<file path="src/rtl/cond_flag_unit.sv">
// cond_flag_unit: holds the architectural NZCV flags and evaluates each
// instruction's condition field against them. Write controls are gated so that
// an instruction whose condition fails has no side effects. A saturating
// counter records how many valid instructions failed their condition.
//
// Timing: the condition check uses only the stored flags, never ALUFlags, so a
// flag update reaches the instruction in the following cycle.
module cond_flag_unit #(
  parameter int CNT_W = 16
) (
  input  logic             clk,
  input  logic             reset,
  input  logic             InstrValid,
  input  logic [3:0]       Cond,
  input  logic [3:0]       ALUFlags,
  input  logic [1:0]       FlagW,
  input  logic             PCS,
  input  logic             RegW,
  input  logic             MemW,
  input  logic             NoWrite,
  input  logic             ClearCount,
  output logic             PCSrc,
  output logic             RegWrite,
  output logic             MemWrite,
  output logic             CondEx,
  output logic [3:0]       Flags,
  output logic [CNT_W-1:0] CondFailCount
);

  logic [3:0]       flags_q, flags_d;
  logic [CNT_W-1:0] cnt_q, cnt_d;
  logic             cond_pass;
  logic             cond_ex;
  logic             flag_n, flag_z, flag_c, flag_v;

  assign flag_n = flags_q[3];
  assign flag_z = flags_q[2];
  assign flag_c = flags_q[1];
  assign flag_v = flags_q[0];

  // Decode the condition field against the stored flags.
  always_comb begin
    cond_pass = 1'b1;
    unique case (Cond)
      4'b0000: cond_pass = flag_z;
      4'b0001: cond_pass = ~flag_z;
      4'b0010: cond_pass = flag_c;
      4'b0011: cond_pass = ~flag_c;
      4'b0100: cond_pass = flag_n;
      4'b0101: cond_pass = ~flag_n;
      4'b0110: cond_pass = flag_v;
      4'b0111: cond_pass = ~flag_v;
      4'b1000: cond_pass = flag_c & ~flag_z;
      4'b1001: cond_pass = ~flag_c | flag_z;
      4'b1010: cond_pass = (flag_n == flag_v);
      4'b1011: cond_pass = (flag_n != flag_v);
      4'b1100: cond_pass = ~flag_z & (flag_n == flag_v);
      4'b1101: cond_pass = flag_z | (flag_n != flag_v);
      4'b1110: cond_pass = 1'b1;
      default: cond_pass = 1'b1;  // 1111 behaves as unconditional
    endcase
  end

  // Reset masks execution so the gated outputs drop without waiting for clk.
  assign cond_ex  = InstrValid & cond_pass & ~reset;

  assign CondEx   = cond_ex;
  assign PCSrc    = PCS & cond_ex;
  assign RegWrite = RegW & ~NoWrite & cond_ex;
  assign MemWrite = MemW & cond_ex;

  assign Flags         = flags_q;
  assign CondFailCount = cnt_q;

  // Next flag value: each half updates independently, only for executed instructions.
  always_comb begin
    flags_d = flags_q;
    if (cond_ex) begin
      if (FlagW[1]) flags_d[3:2] = ALUFlags[3:2];
      if (FlagW[0]) flags_d[1:0] = ALUFlags[1:0];
    end
  end

  // Next fail count: clear has priority, increment saturates at all-ones.
  always_comb begin
    cnt_d = cnt_q;
    if (ClearCount) begin
      cnt_d = '0;
    end else if (InstrValid && !cond_pass && (cnt_q != {CNT_W{1'b1}})) begin
      cnt_d = cnt_q + CNT_W'(1);
    end
  end

  // State registers with asynchronous clear.
  always_ff @(posedge clk or posedge reset) begin
    if (reset) begin
      flags_q <= 4'b0000;
      cnt_q   <= '0;
    end else begin
      flags_q <= flags_d;
      cnt_q   <= cnt_d;
    end
  end

endmodule

</file>
<file path="config.mk">
export PLATFORM = sky130hd
export DESIGN_NAME = cond_flag_unit
export DESIGN_NICKNAME = d
export VERILOG_FILES = /design/src/rtl/cond_flag_unit.sv
export SDC_FILE = /design/constraint.sdc
export NUM_CORES = 1
export LEC_CHECK = 0
export CAP_MARGIN = 0
export CORE_MARGIN = 2
export CORE_UTILIZATION = 45
export CTS_CLUSTER_DIAMETER = 150
export CTS_CLUSTER_SIZE = 8
export DETAILED_ROUTE_END_ITERATION = 8
export PLACE_DENSITY = 0.78
export SLEW_MARGIN = 20
export SYNTH_ARGS = -nofsm -noshare
export SYNTH_HDL_FRONTEND = slang
export SYNTH_SLANG_ARGS = --single-unit
</file>
<file path="constraint.sdc">
create_clock -name clk -period 2.9 [get_ports clk]
set_input_delay 0.58 -clock clk [delete_from_list [all_inputs] [get_ports clk]]
set_output_delay 0.58 -clock clk [all_outputs]
set_load 0.03 [all_outputs]
</file>
==> results.md <==
* Initial core utilization at 0.482
* Met1 wire length at 1.62 mm
* Latest clock arrival within the worst-skew pair at 0.31 ns
* Largest net degree at the start of global routing at 34
* Layout cells sized above 1 at 0.234
* Yosys top cell area share at 0.373
* Count of buffer and inverter cells on the critical path at 1
* Sw Share at 0.390
* Slew Viols, Final at 0
* First drt pass iteration count at 4
* Post-synth ARST share at 1.00
* Rel. slew slack at 0.469
* Avg Inst Size Synth at 9.44 µm²
* Fmax at 0.351 GHz
* Worst Path Required at 2.32 ns
* Seq/Total Area, Yosys at 0.373
* CP Capture Type: output port
* Final Skew at 0.00503 ns
* Post-CTS Hold Buffers at 0
* Unique masters post-synth at 42
* Number of synthesized register bits at 20
* Drc violations at 0
* Fin worst setup slack at 0.0495 ns
* Setup violators final at 0
* First-pass GRT wire length at 6.38 mm
* Status: completed
* Synth area leaders: dfrtp_1 (37%), or4_1 (6.2%), a21oi_1 (5.6%)
* Unrepaired setup endpoints after global routing: yes
* Synth warnings at 0
* Internal power at 613 µW
* Detailed Route Iter0 Violations at 78
* CP peak stage delay at 0.46 ns
* CTS tree: built
* Max Fanout on Critical Path at 5
* Placed Cells at 218
* Antenna violations before repair at 0
* Hpwl dp at 2.70 mm
* Leak at 0.000805 µW
* Critical Path AT at 2.27 ns
* Nets at 225
* Crit share post-route at 0.983
* Clk buf depth at 2
* Worst Tran Pin Value at 0.796 ns
* Peak supply drop at 0.496 mV
* CTS sink cnt at 20
* Synth Net Count at 161
* PwrDens at 505 nW/µm²
* Final GP Congestion at 0.911
* Final hold violations at 0
* Mapped Cells at 142
* WL per Instance at 16.8 µm
* Max cap viols at 0
* Num ports at 42
* # diodes at 0
* Num CTS Buffers at 3
* Critical path class: flop to output port
* Top routing layer used: met4
* Routed met2 length at 2.13 mm
* Die area at 3430 µm²
* Worst path slowest cell: dfrtp_2
* Vias per cell at 6.11
* Place WS at -0.255 ns
* GRT overflow at 0
* Post-synth EDFFs at 0
* Root Buffer: clkbuf_4
* Final wirelength at 3.97 mm
* Worst-path clk slew at 0.11 ns
* DRT antenna net count at 0
* Final cell count without fillers at 236
* Commonest cells after routing, fill and taps aside: clkdlybuf4s50_1 (33), buf_4 (23), dfrtp_1 (18)
* Min-Delay Path Class: flop to flop
* Die Y-Extent at 58.6 µm
* Period minus WS final at 2.85 ns
* CTS H-tree lvls at 1
* Port bufs at 41
* Synthesized area at 1340 µm²
* Area Growth Syn to Fin at 48.4%
* Commonest non-fill, non-tap cell in the layout: clkdlybuf4s50_1
* Largest delay contributor family on the critical path: simple AND/OR/NAND/NOR gates
* Main flop type after synthesis: dfrtp_1
* Total number of vias at 1441
* Dominant cell type by area after synthesis: dfrtp_1
* Setup_tns at 0 ns
* Core area at 2780 µm²
* Gr usage total at 0.241
* WL met3 at 134 µm
* Die extent in x at 58.6 µm
* Critical-path cell list: xor2_1, or4_1, a311o_1, nand4_4, o21a_4, and3b_2, buf_6
* Startpoint types: flop
* Sw Pwr at 391 µW
* Clock share of power at 0.165
* Reg power frac at 0.359
* Comb power frac at 0.476
* Vias in the first global route at 1370
* Row Count at 19
[cells by family (layout without fill, tap and decap cells)]
kind of cell / after synthesis / in the layout / synth area share
DFF: 20 / 20 / 0.373
and+or+nand+nor: 60 / 60 / 0.288
xor gates and xnor gates: 3 / 3 / 0.0196
buffers and inverters: 12 / 75 / 0.0523
AOI/OAI and AO/OA: 40 / 40 / 0.205
adders and majority gates: 1 / 1 / 0.00934
muxes: 6 / 6 / 0.0523
[state kept, by name, summed over array words and instances (netlist names)]
register and flops:
CondFailCount 16, Flags 4
[Yosys cell counts (4+ instances only)]
library cell / instances
dfrtp_1: 20
o31ai_1: 10
or3_1: 7
inv_1: 5
mux2_1: 4
nand2_1: 5
nand3_1: 7
a21oi_1: 15
nor2_1: 5
nand4_1: 5
o21ai_1: 6
and3_1: 4
or4_1: 11
[per-stage QoR]
step / hold WS (ns) / power [µW] / util / area, µm²
floorplan: 0.544 / 624 / - / 1350
global placement: 0.560 / 747 / 0.653 / 1820
detailed placement: 0.587 / 765 / 0.653 / 1820
CTS: 0.603 / 956 / 0.694 / 1930
global route: 0.620 / 1060 / 0.715 / 1990
finish: 0.590 / 1000 / 0.715 / 1990
[final timing paths]
kind | from | endpoint | slack [ns] | cells past startpoint
worst max-delay path | Flags[3]$_DFFE_PP0P_ | RegWrite | 0.05 | 7
worst min-delay path | Flags[3]$_DFFE_PP0P_ | Flags[3]$_DFFE_PP0P_ | 0.59 | 1
worst max register to register | Flags[3]$_DFFE_PP0P_ | CondFailCount[0]$_DFFE_PP0P_ | 0.17 | 14
worst min register to register | Flags[3]$_DFFE_PP0P_ | Flags[3]$_DFFE_PP0P_ | 0.59 | 1
max in group asynchronous | reset | Flags[3]$_DFFE_PP0P_ | 1.61 | 2
min in group asynchronous | reset | CondFailCount[3]$_DFFE_PP0P_ | 0.75 | 2
[power groups by stage]
stage | Combinational [µW] | Clock (µW) | Sequential (µW)
floorplan | 204 | 0 | 420
global placement | 382 | 0 | 365
detailed placement | 397 | 0 | 368
CTS | 419 | 171 | 365
global route | 510 | 182 | 366
finish | 478 | 166 | 360
[layer usage]
| metal | vias up | global-route usage |
|---|---|---|
| met5 | - | 0 |
| met4 | 0 | 0.0942 |
| met3 | 8 | 0.0330 |
| met2 | 35 | 0.421 |
| met1 | 722 | 0.302 |
| li1 | 676 | - |
[cell type report]
cell class              count  area [µm²]
clock buffers               4        36.3
fillers                   204         793
inverters                   5        18.8
multi-input cells         110         786
flip-flops and latches     20         503
well taps                  31        38.8
repair buffers             66         606
[repair_timing]
| action | in CTS | in global routing |
|---|---|---|
| pin swaps | 7 | 6 |
| buffers inserted | 8 | 6 |
| setup endpoints to repair | 4 | 14 |
| resized for setup | 12 | 7 |
(Power assumes the default switching activity.)
